[src/rtl/mshr_chi_sched.sv]
// MSHR-to-CHI scheduler: round-robin issue of pending misses through a one-entry request slot,
// outstanding-id tracking, response routing, and an independent round-robin refill arbiter.
module mshr_chi_sched #(
  parameter int MSHR_NUM     = 8,
  parameter int MSHR_NUM_LOG = 3,
  parameter int PADDR_W      = 48
) (
  input  logic                        clock,
  input  logic                        reset,
  input  logic [MSHR_NUM-1:0]         req_valid_vec,
  input  logic [MSHR_NUM*PADDR_W-1:0] req_paddr_flat,
  output logic [MSHR_NUM-1:0]         win_chi_arb,
  output logic                        dmshr2chi_valid,
  input  logic                        dmshr2chi_ready,
  output logic [PADDR_W-1:0]          dmshr2chi_paddr,
  output logic [MSHR_NUM_LOG-1:0]     dmshr2chi_mshrid,
  input  logic                        chi_resp_valid,
  input  logic [MSHR_NUM_LOG-1:0]     chi_resp_mshrid,
  input  logic [511:0]                chi_resp_data,
  output logic [MSHR_NUM-1:0]         chi_arb_resp_valid,
  output logic [511:0]                chi_arb_resp_data,
  input  logic [MSHR_NUM-1:0]         rdy2refill_vec,
  input  logic                        refill_ready,
  output logic [MSHR_NUM-1:0]         win_refill_arb,
  output logic [MSHR_NUM-1:0]         outstanding_vec,
  output logic                        resp_err
);

  logic                    r_valid;
  logic [PADDR_W-1:0]      r_paddr;
  logic [MSHR_NUM_LOG-1:0] r_mshrid;
  logic [MSHR_NUM_LOG-1:0] r_chi_ptr;
  logic [MSHR_NUM_LOG-1:0] r_refill_ptr;
  logic [MSHR_NUM-1:0]     r_outstanding;
  logic [MSHR_NUM-1:0]     r_resp_valid;
  logic [511:0]            r_resp_data;
  logic                    r_resp_err;

  logic [PADDR_W-1:0]      w_paddr_arr [MSHR_NUM];
  logic                    w_hs;
  logic                    w_load;
  logic [MSHR_NUM-1:0]     w_inflight_oh;
  logic [MSHR_NUM-1:0]     w_cand;
  logic [MSHR_NUM-1:0]     w_issue_set;
  logic [MSHR_NUM-1:0]     w_resp_clr;
  logic                    w_resp_hit;
  logic [MSHR_NUM_LOG-1:0] w_ptr_eff;
  logic [MSHR_NUM_LOG-1:0] w_cidx;
  logic [MSHR_NUM_LOG-1:0] w_pick_id;
  logic                    w_found;
  logic [MSHR_NUM_LOG-1:0] w_ridx;
  logic [MSHR_NUM_LOG-1:0] w_refill_id;
  logic                    w_rfound;
  logic                    w_refill_grant;

  for (genvar g = 0; g < MSHR_NUM; g++) begin : g_unpack
    assign w_paddr_arr[g] = req_paddr_flat[g*PADDR_W +: PADDR_W];
  end

  // Request port: a beat transfers when valid & ready are both high on a rising edge; once valid
  // rises, valid/paddr/mshrid stay fixed until that transfer, and a new beat may load the same cycle.
  assign w_hs          = r_valid & dmshr2chi_ready;
  assign w_load        = ~r_valid | w_hs;
  assign w_inflight_oh = r_valid ? (MSHR_NUM'(1) << r_mshrid) : '0;
  assign w_cand        = req_valid_vec & ~r_outstanding & ~w_inflight_oh;
  assign w_issue_set   = w_hs ? w_inflight_oh : '0;
  assign w_resp_clr    = chi_resp_valid ? (MSHR_NUM'(1) << chi_resp_mshrid) : '0;
  assign w_resp_hit    = chi_resp_valid & r_outstanding[chi_resp_mshrid];
  // A back-to-back load already sees the pointer advanced past the entry leaving the slot.
  assign w_ptr_eff     = w_hs ? (r_mshrid + MSHR_NUM_LOG'(1)) : r_chi_ptr;

  always_comb begin
    w_found   = 1'b0;
    w_pick_id = '0;
    w_cidx    = '0;
    for (int i = 0; i < MSHR_NUM; i++) begin
      w_cidx = w_ptr_eff + MSHR_NUM_LOG'(i);
      if (!w_found && w_cand[w_cidx]) begin
        w_found   = 1'b1;
        w_pick_id = w_cidx;
      end
    end
  end

  always_comb begin
    w_rfound    = 1'b0;
    w_refill_id = '0;
    w_ridx      = '0;
    for (int i = 0; i < MSHR_NUM; i++) begin
      w_ridx = r_refill_ptr + MSHR_NUM_LOG'(i);
      if (!w_rfound && rdy2refill_vec[w_ridx]) begin
        w_rfound    = 1'b1;
        w_refill_id = w_ridx;
      end
    end
  end

  assign w_refill_grant = w_rfound & refill_ready;

  always_ff @(posedge clock) begin
    if (reset) begin
      r_valid       <= 1'b0;
      r_paddr       <= '0;
      r_mshrid      <= '0;
      r_chi_ptr     <= '0;
      r_refill_ptr  <= '0;
      r_outstanding <= '0;
      r_resp_valid  <= '0;
      r_resp_data   <= '0;
      r_resp_err    <= 1'b0;
    end else begin
      if (w_load) begin
        r_valid <= w_found;
        if (w_found) begin
          r_paddr  <= {w_paddr_arr[w_pick_id][PADDR_W-1:6], 6'b0};
          r_mshrid <= w_pick_id;
        end
      end
      if (w_hs) r_chi_ptr <= r_mshrid + MSHR_NUM_LOG'(1);
      // Clear first, then set: a same-cycle issue of the responding id stays outstanding.
      r_outstanding <= (r_outstanding & ~w_resp_clr) | w_issue_set;
      r_resp_valid  <= w_resp_hit ? w_resp_clr : '0;
      if (chi_resp_valid) r_resp_data <= chi_resp_data;
      if (chi_resp_valid && !w_resp_hit) r_resp_err <= 1'b1;
      if (w_refill_grant) r_refill_ptr <= w_refill_id + MSHR_NUM_LOG'(1);
    end
  end

  assign win_chi_arb        = w_issue_set;
  assign dmshr2chi_valid    = r_valid;
  assign dmshr2chi_paddr    = r_paddr;
  assign dmshr2chi_mshrid   = r_mshrid;
  assign chi_arb_resp_valid = r_resp_valid;
  assign chi_arb_resp_data  = r_resp_data;
  assign win_refill_arb     = w_refill_grant ? (MSHR_NUM'(1) << w_refill_id) : '0;
  assign outstanding_vec    = r_outstanding;
  assign resp_err           = r_resp_err;

endmodule

[config.mk]
export PLATFORM = sky130hd
export DESIGN_NAME = mshr_chi_sched
export DESIGN_NICKNAME = d
export VERILOG_FILES = /design/src/rtl/mshr_chi_sched.sv
export SDC_FILE = /design/constraint.sdc
export NUM_CORES = 1
export LEC_CHECK = 0
export CAP_MARGIN = 10
export CORE_AREA = 5 5 589 591
export CTS_CLUSTER_DIAMETER = 50
export DETAILED_ROUTE_END_ITERATION = 10
export DIE_AREA = 0 0 594 596
export GPL_TIMING_DRIVEN = 1
export SYNTH_ARGS = -nofsm -noshare
export SYNTH_HDL_FRONTEND = slang
export SYNTH_SLANG_ARGS = --single-unit
[constraint.sdc]
create_clock -name clock -period 10.35 [get_ports clock]
set_input_delay 2.07 -clock clock [delete_from_list [all_inputs] [get_ports clock]]
set_output_delay 2.07 -clock clock [all_outputs]
set_load 0.05 [all_outputs]
==> results of run 1 <==
flip-flops by register name, summed over array words and instances, names as in the netlist:
register            count
chi_arb_resp_data     512
chi_arb_resp_valid      8
dmshr2chi_mshrid        3
dmshr2chi_paddr        42
dmshr2chi_valid         1
outstanding_vec         8
r_chi_ptr               3
r_refill_ptr            3
resp_err                1
area by class of cell:
| class | instances | area [um^2] |
|---|---|---|
| timing repair buffer | 1511 | 15100 |
| fill | 38415 | 291000 |
| antenna | 87 | 218 |
| clock inverter | 92 | 1030 |
| inverter | 28 | 105 |
| multi-input combinational | 1776 | 12500 |
| sequential | 581 | 11600 |
| tap | 4557 | 5700 |
| clock buffer | 155 | 3700 |
worst max-delay path by stage:
stage	start	cells past startpoint	endpoint
2_1_floorplan	rdy2refill_vec[2]	12	win_refill_arb[1]
3_3_place_gp	dmshr2chi_ready	16	dmshr2chi_paddr[42]$_SDFFE_PP0P_
3_5_place_dp	dmshr2chi_ready	16	dmshr2chi_paddr[42]$_SDFFE_PP0P_
4_1_cts	rdy2refill_vec[1]	14	win_refill_arb[7]
5_1_grt	r_refill_ptr[1]$_SDFFE_PP0P_	15	win_refill_arb[7]
6_report	rdy2refill_vec[1]	14	win_refill_arb[3]
per-layer routing:
| layer | GRT usage (%) | share of wire, % | wire (um) | vias to the layer above |
|---|---|---|---|---|
| met5 | 0 | 0.41 | 1270 | - |
| met4 | 5.20 | 4.1 | 12800 | 198 |
| met3 | 11.6 | 15 | 47100 | 816 |
| met2 | 30.6 | 50 | 156000 | 1810 |
| met1 | 14.5 | 30 | 92800 | 12495 |
| li1 | - | - | - | 12160 |
cell families (layout without fill, tap and decap cells):
family / Yosys count / after routing / synth area share (%)
XOR/XNOR: 4 / 4 / 0.140
AO/OA/AOI/OAI: 309 / 309 / 9.93
multiplexers: 584 / 584 / 24.3
flip-flops: 581 / 581 / 46.4
AND/OR/NAND/NOR: 857 / 857 / 14.3
adder cells (fa/ha/maj): 16 / 16 / 0.799
buffers and inverters: 229 / 1786 / 4.07
other: 1 / 93 / 0.0150
worst max-delay path, stage by stage:
cell             delay [ns]
clkdlybuf4s50_1        0.48
mux4_2                 0.59
mux2i_1                0.34
nand2_1                0.12
or4b_2                 0.71
nor2b_1                0.22
nand2_1                0.08
a21oi_1                0.15
nor2_1                 0.12
inv_1                  0.10
ha_1                   0.17
ha_1                   0.14
and2_1                 0.11
clkdlybuf4s50_1        0.82
per-stage QoR:
stage | setup WS [ns] | area [um^2] | cells | util (%) | hold slack [ns]
after global placement | 1.67 | 45000 | 8453 | 13.2 | 0.466
after global routing | 1.75 | 49800 | 8751 | 14.6 | 0.510
after detailed placement | 1.59 | 45000 | 8453 | 13.2 | 0.479
final | 2.05 | 49900 | 8787 | 14.6 | 0.486
after CTS | 2.08 | 49700 | 8700 | 14.6 | 0.492
after floorplan | 3.27 | 25100 | 2586 | - | 0.721
power by group through the flow:
stage               Clock [mW]  Sequential [mW]  Combinational, mW
finish                    4.60             2.62               4.99
global placement             0             2.66               5.13
CTS                       4.77             2.62               5.14
detailed placement           0             2.66               5.12
floorplan                    0             3.26               2.12
global route              4.85             2.64               5.35
cells in the final DEF (no fill, tap or decap), types with 8 or more instances in the layout:
master / Yosys / final
clkbuf_8: 0 / 12
o211ai_1: 20 / 20
inv_6: 0 / 19
clkdlybuf4s50_1: 0 / 1459
nor2_1: 592 / 591
a21oi_1: 34 / 34
mux4_2: 14 / 14
and2_1: 45 / 45
dfxtp_1: 581 / 581
a211oi_1: 83 / 82
mux2i_1: 522 / 522
nand2_1: 129 / 129
clkinv_2: 0 / 13
nand2b_1: 9 / 9
o21ai_0: 18 / 18
bufinv_16: 0 / 13
buf_4: 21 / 45
clkinv_4: 0 / 27
diode_2: 0 / 87
mux2_2: 16 / 16
nor2b_1: 13 / 12
nand4_1: 8 / 8
clkbuf_16: 0 / 141
a311o_1: 40 / 40
nand3_1: 17 / 16
ha_1: 16 / 16
inv_1: 27 / 27
clkinvlp_4: 0 / 16
nor3_1: 14 / 13
a222oi_1: 38 / 38
mux2_1: 31 / 31
==> flow_summary.toml, run 1 <==
[outcome]
outcome = "finished clean"

[worst_hold_path]
min-delay-start = "chi_arb_resp_data[428]$_SDFFE_PP0P_"
min_path_cells = 2
hold_class = "reg -> reg"
min_to = "chi_arb_resp_data[428]$_SDFFE_PP0P_"

[detailed_routing]
post_drt_via_cell_ratio = 3.13
drt_iter0_drc = 1649
first_pass_iters = 7
num_vias = 27479
remaining_drc_errors = 0
wirelength_mm = 310
post_drt_wl_per_cell_um = 35.3
drtAntennaViolNets = 0

[synthesis]
syn-instance-count = 2581
synth_top_cell_area_share_pct = 46.4
synth-edff-count = 0
syn_area_per_cell_um2 = 9.70
ys_types = 85
ys_async_sr_fraction_pct = 0
syn_area_mm2 = 0.0250
yosys_most_used_dff = "dfxtp_1"
synthTopCellsByCount = "nor2_1, dfxtp_1, mux2i_1"
synth_area_leaders = "dfxtp_1, mux2i_1, nor2_1, a211oi_1, nand2_1"
yosysWarningCount = 0
synth_seq_area_share_pct = 46.4
synth.most_common_cell = "nor2_1"
yosysTopAreaCell = "dfxtp_1"
ys_ff_latch = 581

[cells_and_area]
drive_gt1_share_pct = 8.76
areaGrowthSynthToFinish_pct = 99.4
nNetsFinal = 4972

[clock_network]
cts_buffers = 138
clkTransAtPathRegs_ns = 0.05
tritoncts = "yes"
clk_root_buffer_cell = "clkbuf_16"
postCtsSetupRepairBufs = 0
cts_hold_buf = 0
cts_resized = 0
clock_latency_ns = 0.81
clock_sinks = 581
clk_path_buf_depth = 4
h-tree-depth = 4

[power_and_ir_drop]
worst_ir_drop_vdd_v = 0.000138
switchingPower_mw = 5.15
leakage_nw = 18.9
swShare_pct = 42.2
powerDensity_mw_per_mm2 = 244
intPower_mw = 7.06
pwr-share-comb_pct = 40.9
clock_power_share_pct = 37.6
total_power_mw = 12.2
seqPwrFrac_pct = 21.4

[floorplan]
die_h_um = 596
initial_core_util_pct = 7.34
fp-row-count = 215
die-area_mm2 = 0.354
die_x_um = 594
boundaryPins = 1517
core_mm2 = 0.341

[place]
io_buffers = 1462
gp_congestion = 0.976
place_hpwl_mm = 276

[timing]
hold_viol = 0
period_share_pct = 80.2
rsz0062_at_grt = "no"
setup_viol = 0
tns_ns = 0
worst_pin_slew_ns = 1.20
clock.fmax_ghz = 0.120
relSlewSlack_pct = 19.3
drv_slew = 0
layout_min_cycle_time_ns = 8.30
fin_skew_ns = 0.0328

[worst_setup_path]
worstPathRequired_ns = 8.28
start_kind = "input port"
cp.arrival_ns = 6.23
cp_max_fo = 6
timing.rr.start = "dmshr2chi_mshrid[0]$_SDFFE_PP0P_"
r2r_cells = 16
crit_type = "in -> out"
reg2reg_slack_ns = 3.86
end_kind = "output pin"
reg2reg_to = "dmshr2chi_paddr[42]$_SDFFE_PP0P_"

[grt]
grtUsageTotal_pct = 16.8
grt_overflow_total = 0
grt_pass1_wl_mm = 366
grt_start_max_net_pins = 151
grt_antenna_before_repair = 407
first_global_vias = 25723

[run]
max_cap_violations = 0
No activity file was read; power rests on OpenSTA's default activity.
==> inputs of run 2 (changes only) <==
--- a/config.mk
+++ b/config.mk
@@ -6,10 +6,10 @@
 export NUM_CORES = 1
 export LEC_CHECK = 0
 export CAP_MARGIN = 10
-export CORE_AREA = 5 5 589 591
+export CORE_AREA = 5 5 592 594
 export CTS_CLUSTER_DIAMETER = 50
 export DETAILED_ROUTE_END_ITERATION = 10
-export DIE_AREA = 0 0 594 596
+export DIE_AREA = 0 0 597 599
 export GPL_TIMING_DRIVEN = 1
 export SYNTH_ARGS = -nofsm -noshare
 export SYNTH_HDL_FRONTEND = slang
==> constraint.sdc (replaced) <==
create_clock -name clock -period 6.8 [get_ports clock]
set_input_delay 1.36 -clock clock [delete_from_list [all_inputs] [get_ports clock]]
set_output_delay 1.36 -clock clock [all_outputs]
set_load 0.05 [all_outputs]
==> flow_summary.toml, run 2 (synthesis gave the netlist of run 1 again) <==
[outcome]
outcome = "finished clean"

[timing]
layout_min_cycle_time_ns = 6.46
rsz0062_at_grt = "no"
whs_ns = 0.477
worst_pin_slew_ns = 1.13
setup_viol = 0
fin_skew_ns = 0.0122
clock.fmax_ghz = 0.155
drv_slew = 0
hold_viol = 0
period_share_pct = 95.0
tns_ns = 0
relSlewSlack_pct = 24.3

[cells_and_area]
design_area_mm2 = 0.0503
areaGrowthSynthToFinish_pct = 101
drive_gt1_share_pct = 9.92
fillers = 38966
mostFrequentLayoutCells = "clkdlybuf4s50_1, nor2_1, dfxtp_1, mux2i_1, nand2_1"
nNetsFinal = 5031
largest_reg_flops = 512
final-seq-area_mm2 = 0.0116
layout_commonest_cell = "clkdlybuf4s50_1"
multiInputGateArea_mm2 = 0.0125

[worst_setup_path]
timing.rr.start = "dmshr2chi_mshrid[0]$_SDFFE_PP0P_"
cpPeakStageDelay_ns = 0.71
cp_top_family = "multiplexers"
startpoint = "r_refill_ptr[0]$_SDFFE_PP0P_"
path_buf_inv = 3
start_kind = "flop"
cp.arrival_ns = 5.10
crit_type = "reg -> out"
cp_max_fo = 12
cp_slowest_cell = "or4b_2"
end_kind = "output pin"
worstPathRequired_ns = 5.44
cp_cell_sequence = "inv_1 -> ha_2 -> mux4_2 -> mux2i_1 -> nand2_1 -> or4b_2 -> o31ai_1 -> inv_1 -> ha_1 -> nand2_1 -> nor2_1 -> buf_4"

[clock_network]
clk_root_buffer_cell = "clkbuf_16"
clock_sinks = 581
postCtsSetupRepairBufs = 0
cts_buffers = 123
h-tree-depth = 3
clock_latency_ns = 0.84
tritoncts = "yes"
clk_path_buf_depth = 4
clkTransAtPathRegs_ns = 0.05

[power_and_ir_drop]
powerDensity_mw_per_mm2 = 371
seqPwrFrac_pct = 21.2
total_power_mw = 18.7
leakage_nw = 19.1
switchingPower_mw = 7.74
intPower_mw = 10.9
swShare_pct = 41.4
clock_power_share_pct = 34.0
pwr-share-comb_pct = 44.7
worst_ir_drop_vdd_v = 0.000216

[grt]
grt_overflow_total = 0
grt_pass1_wl_mm = 362
grt_antenna_before_repair = 420
grt_start_max_net_pins = 151
first_global_vias = 26207
grtUsageTotal_pct = 16.4

[detailed_routing]
first_pass_iters = 6
post_drt_wl_per_cell_um = 34.6
wirelength_mm = 307
num_vias = 27660
post_drt_via_cell_ratio = 3.11
drt_iter0_drc = 1718
drtAntennaViolNets = 0
remaining_drc_errors = 0

[floorplan]
fp-row-count = 216
core_mm2 = 0.345
initial_core_util_pct = 7.27
die_x_um = 597
boundaryPins = 1517
die-area_mm2 = 0.358
die_h_um = 599

[place]
place_hpwl_mm = 275
io_buffers = 1462
gp_congestion = 0.900
placed_area_mm2 = 0.0458

[run]
max_cap_violations = 0

[worst_hold_path]
min-delay-start = "resp_err$_SDFFE_PP0P_"
hold_class = "reg -> reg"
==> run 2: changes by cell type in the layout (fill, tap and decap cells not counted), sizes merged, moves of 6 or more <==
cell           before   now
buf                52   138
clkbuf            155   146
clkdlybuf4s50    1459  1447
clkinv             42    23
diode              87   115
inv                49    55
==> run 2: through the flow <==
| stage | std cells | setup slack [ns] | utilization (%) |
|---|---|---|---|
| finish | 8885 | 0.341 | 14.6 |
| global route | 8811 | 0.00538 | 14.5 |
| CTS | 8770 | 0.181 | 14.5 |
| detailed placement | 8548 | 0.477 | 13.3 |
| global placement | 8548 | 0.450 | 13.3 |
| floorplan | 2586 | 0.951 | - |
==> run 2: worst reg2reg max path, stage by stage (launching register included) <==
cell and delay [ns]:
dfxtp_1 0.60, inv_1 0.14, ha_1 0.32, and3_1 0.18, nor2_1 0.22, inv_1 0.09, ha_1 0.23, nor3_1 0.24
or2_1 0.27, mux2i_1 0.30, mux2_2 0.27, nand2b_1 0.08, o2bb2ai_2 0.14, o21ai_4 0.75, buf_4 0.35, nand2_1 0.06
a311o_1 0.36, a211oi_1 0.26
==> run 2: layer usage <==
| metal | up-vias | track usage [%] | share of wire (%) |
|---|---|---|---|
| li1 | 12282 | - | - |
| met2 | 1796 | 31.5 | 53 |
| met3 | 848 | 10.5 | 14 |
| met1 | 12534 | 13.7 | 29 |
| met5 | - | 0 | 0.42 |
| met4 | 200 | 4.77 | 4.1 |
==> run 2: repair_timing <==
item | 4_1_cts | 5_1_grt
cloned | 0 | 0
resized for setup | 1 | 1
setup endpoints to repair | 3 | 4
hold buffers | 0 | 0
==> run 2: worst paths after layout <==
kind,endpoint,slack (ns),cells past startpoint
hold / removal,resp_err$_SDFFE_PP0P_,0.48,2
hold reg to reg,resp_err$_SDFFE_PP0P_,0.48,2
setup / recovery,win_refill_arb[5],0.34,12
setup reg to reg,dmshr2chi_paddr[15]$_SDFFE_PP0P_,1.83,17
==> run 2: final cells by class <==
| cell class | instances | area share, % |
|---|---|---|
| tap | 4578 | 11.4 |
| inverter | 28 | 0.209 |
| sequential | 581 | 23.1 |
| clock buffer | 146 | 6.58 |
| antenna | 115 | 0.572 |
| timing repair buffer | 1585 | 31.5 |
| clock inverter | 76 | 1.86 |
| multi-input combinational | 1776 | 24.8 |
==> run 2: power by group through the flow <==
stage | combinational, mW | clock, mW | sequential [mW]
finish | 8.36 | 6.36 | 3.97
global route | 8.95 | 6.71 | 4.01
CTS | 8.59 | 6.60 | 3.98
detailed placement | 8.55 | 0 | 4.04
global placement | 8.56 | 0 | 4.03
floorplan | 3.23 | 0 | 4.96
==> inputs of run 3 (changes only) <==
--- a/config.mk
+++ b/config.mk
@@ -7,6 +7,7 @@
 export LEC_CHECK = 0
 export CAP_MARGIN = 10
 export CORE_AREA = 5 5 592 594
+export CTS_BUF_LIST = sky130_fd_sc_hd__clkbuf_16
 export CTS_CLUSTER_DIAMETER = 50
 export DETAILED_ROUTE_END_ITERATION = 10
 export DIE_AREA = 0 0 597 599
==> flow_summary.toml, run 3 (synthesis gave the netlist of run 1 again) <==
[detailed_routing]
drt_iter0_drc = 1670
post_drt_via_cell_ratio = 3.12
wirelength_mm = 308
drtAntennaViolNets = 0
remaining_drc_errors = 0
first_pass_iters = 7
post_drt_wl_per_cell_um = 34.7
num_vias = 27681

[clock_network]
clock_latency_ns = 0.84
h-tree-depth = 3
clock_sinks = 581
clk_path_buf_depth = 4
cts_hold_buf = 0
tritoncts = "yes"
clkTransAtPathRegs_ns = 0.05
clk_root_buffer_cell = "clkbuf_16"
cts_buffers = 123

[timing]
drv_slew = 0
relSlewSlack_pct = 24.3
whs_ns = 0.478
fin_skew_ns = 0.0140
clock.fmax_ghz = 0.154
layout_min_cycle_time_ns = 6.48
setup_viol = 0
worst_pin_slew_ns = 1.13
period_share_pct = 95.2
rsz0062_at_grt = "no"
tns_ns = 0
hold_viol = 0

[power_and_ir_drop]
total_power_mw = 18.5
powerDensity_mw_per_mm2 = 370
worst_ir_drop_vdd_v = 0.000215
leakage_nw = 19.1

[cells_and_area]
drive_gt1_share_pct = 9.69
layout_commonest_cell = "clkdlybuf4s50_1"
nNetsFinal = 5031
largest_reg_flops = 512
design_area_mm2 = 0.0502
areaGrowthSynthToFinish_pct = 100
mostFrequentLayoutCells = "clkdlybuf4s50_1, nor2_1, dfxtp_1, mux2i_1, nand2_1"
instances_no_fill = 8873

[worst_setup_path]
end_kind = "output pin"
cp.arrival_ns = 5.12
reg2reg_slack_ns = 1.82
reg2reg_to = "dmshr2chi_paddr[15]$_SDFFE_PP0P_"
cp_slowest_cell = "or4b_2"
cp_max_fo = 12
worstPathRequired_ns = 5.44
cp_cell_sequence = "inv_1 -> ha_2 -> mux4_2 -> mux2i_1 -> nand2_1 -> or4b_2 -> o31ai_1 -> inv_1 -> ha_1 -> nand2_1 -> nor2_1 -> buf_4"
crit_type = "reg -> out"
timing.rr.start = "dmshr2chi_mshrid[0]$_SDFFE_PP0P_"
start_kind = "flop"
cpPeakStageDelay_ns = 0.71
r2r_cells = 17

[place]
place_hpwl_mm = 275
gp_congestion = 0.900
placed_area_mm2 = 0.0458
io_buffers = 1462
place_inst = 8548

[grt]
grt_pass1_wl_mm = 362
grt_overflow_total = 0
first_global_vias = 26181
grt_antenna_before_repair = 419
grtUsageTotal_pct = 16.4
grt_start_max_net_pins = 151

[floorplan]
initial_core_util_pct = 7.27
die-area_mm2 = 0.358
boundaryPins = 1517
die_x_um = 597
die_h_um = 599
core_mm2 = 0.345
fp-row-count = 216

[worst_hold_path]
min-delay-start = "resp_err$_SDFFE_PP0P_"
min_path_cells = 2
min_to = "resp_err$_SDFFE_PP0P_"
hold_class = "reg -> reg"

[run]
max_cap_violations = 0

[outcome]
outcome = "finished clean"
[run 3: through the flow]
step | util [%] | setup slack, ns
2_1_floorplan | - | 0.951
3_3_place_gp | 13.3 | 0.450
3_5_place_dp | 13.3 | 0.477
4_1_cts | 14.5 | 0.181
5_1_grt | 14.5 | 0.00538
6_report | 14.6 | 0.324
[run 3: metal layers]
layer  global-route usage, %  routed length (um)
met5                       0                1340
met4                    4.64               13400
met3                    10.4               44400
met2                    31.5              161000
met1                    13.7               87700
[run 3: how the worst max path moves through the flow]
stage | cells past startpoint | slack (ns) | to | start
2_1_floorplan | 16 | 0.95 | win_refill_arb[1] | r_refill_ptr[0]$_SDFFE_PP0P_
3_3_place_gp | 16 | 0.45 | dmshr2chi_paddr[21]$_SDFFE_PP0P_ | dmshr2chi_ready
5_1_grt | 15 | 0.005 | win_refill_arb[3] | r_refill_ptr[0]$_SDFFE_PP0P_
4_1_cts | 13 | 0.18 | win_refill_arb[7] | r_refill_ptr[0]$_SDFFE_PP0P_
3_5_place_dp | 16 | 0.48 | dmshr2chi_paddr[21]$_SDFFE_PP0P_ | dmshr2chi_ready
6_report | 12 | 0.32 | win_refill_arb[5] | r_refill_ptr[0]$_SDFFE_PP0P_
[run 3: timing repair]
item / 4_1_cts / 5_1_grt
setup endpoints to repair: 3 / 4
gates resized for setup: 1 / 1
pin swaps: 0 / 0
buffers inserted: 0 / 0
[run 3: area by class of cell]
| type | instances | area (um^2) |
|---|---|---|
| clock buffers | 125 | 3130 |
| well taps | 4578 | 5730 |
| diodes | 103 | 258 |
| flip-flops and latches | 581 | 11600 |
| repair buffers | 1585 | 15800 |
| multi-input cells | 1776 | 12500 |
| fillers | 38966 | 294000 |
| clock inverters | 97 | 1010 |
| inverters | 28 | 105 |
[run 3: power breakdown]
group	total [mW]	internal [mW]	switching, mW
Clock	6.23	3.89	2.34
Sequential	3.97	3.73	0.240
Combinational	8.35	3.19	5.15
[run 3: critical path: cells and delay by family, from the launching register on]
| kind | cells | cell delay [ns] |
|---|---|---|
| adders and majority gates | 2 | 0.71 |
| and+or+nand+nor | 4 | 0.96 |
| buffers and inverters | 3 | 0.49 |
| DFF | 1 | 0.54 |
| AOI/OAI and AO/OA | 1 | 0.60 |
| muxes | 2 | 0.98 |
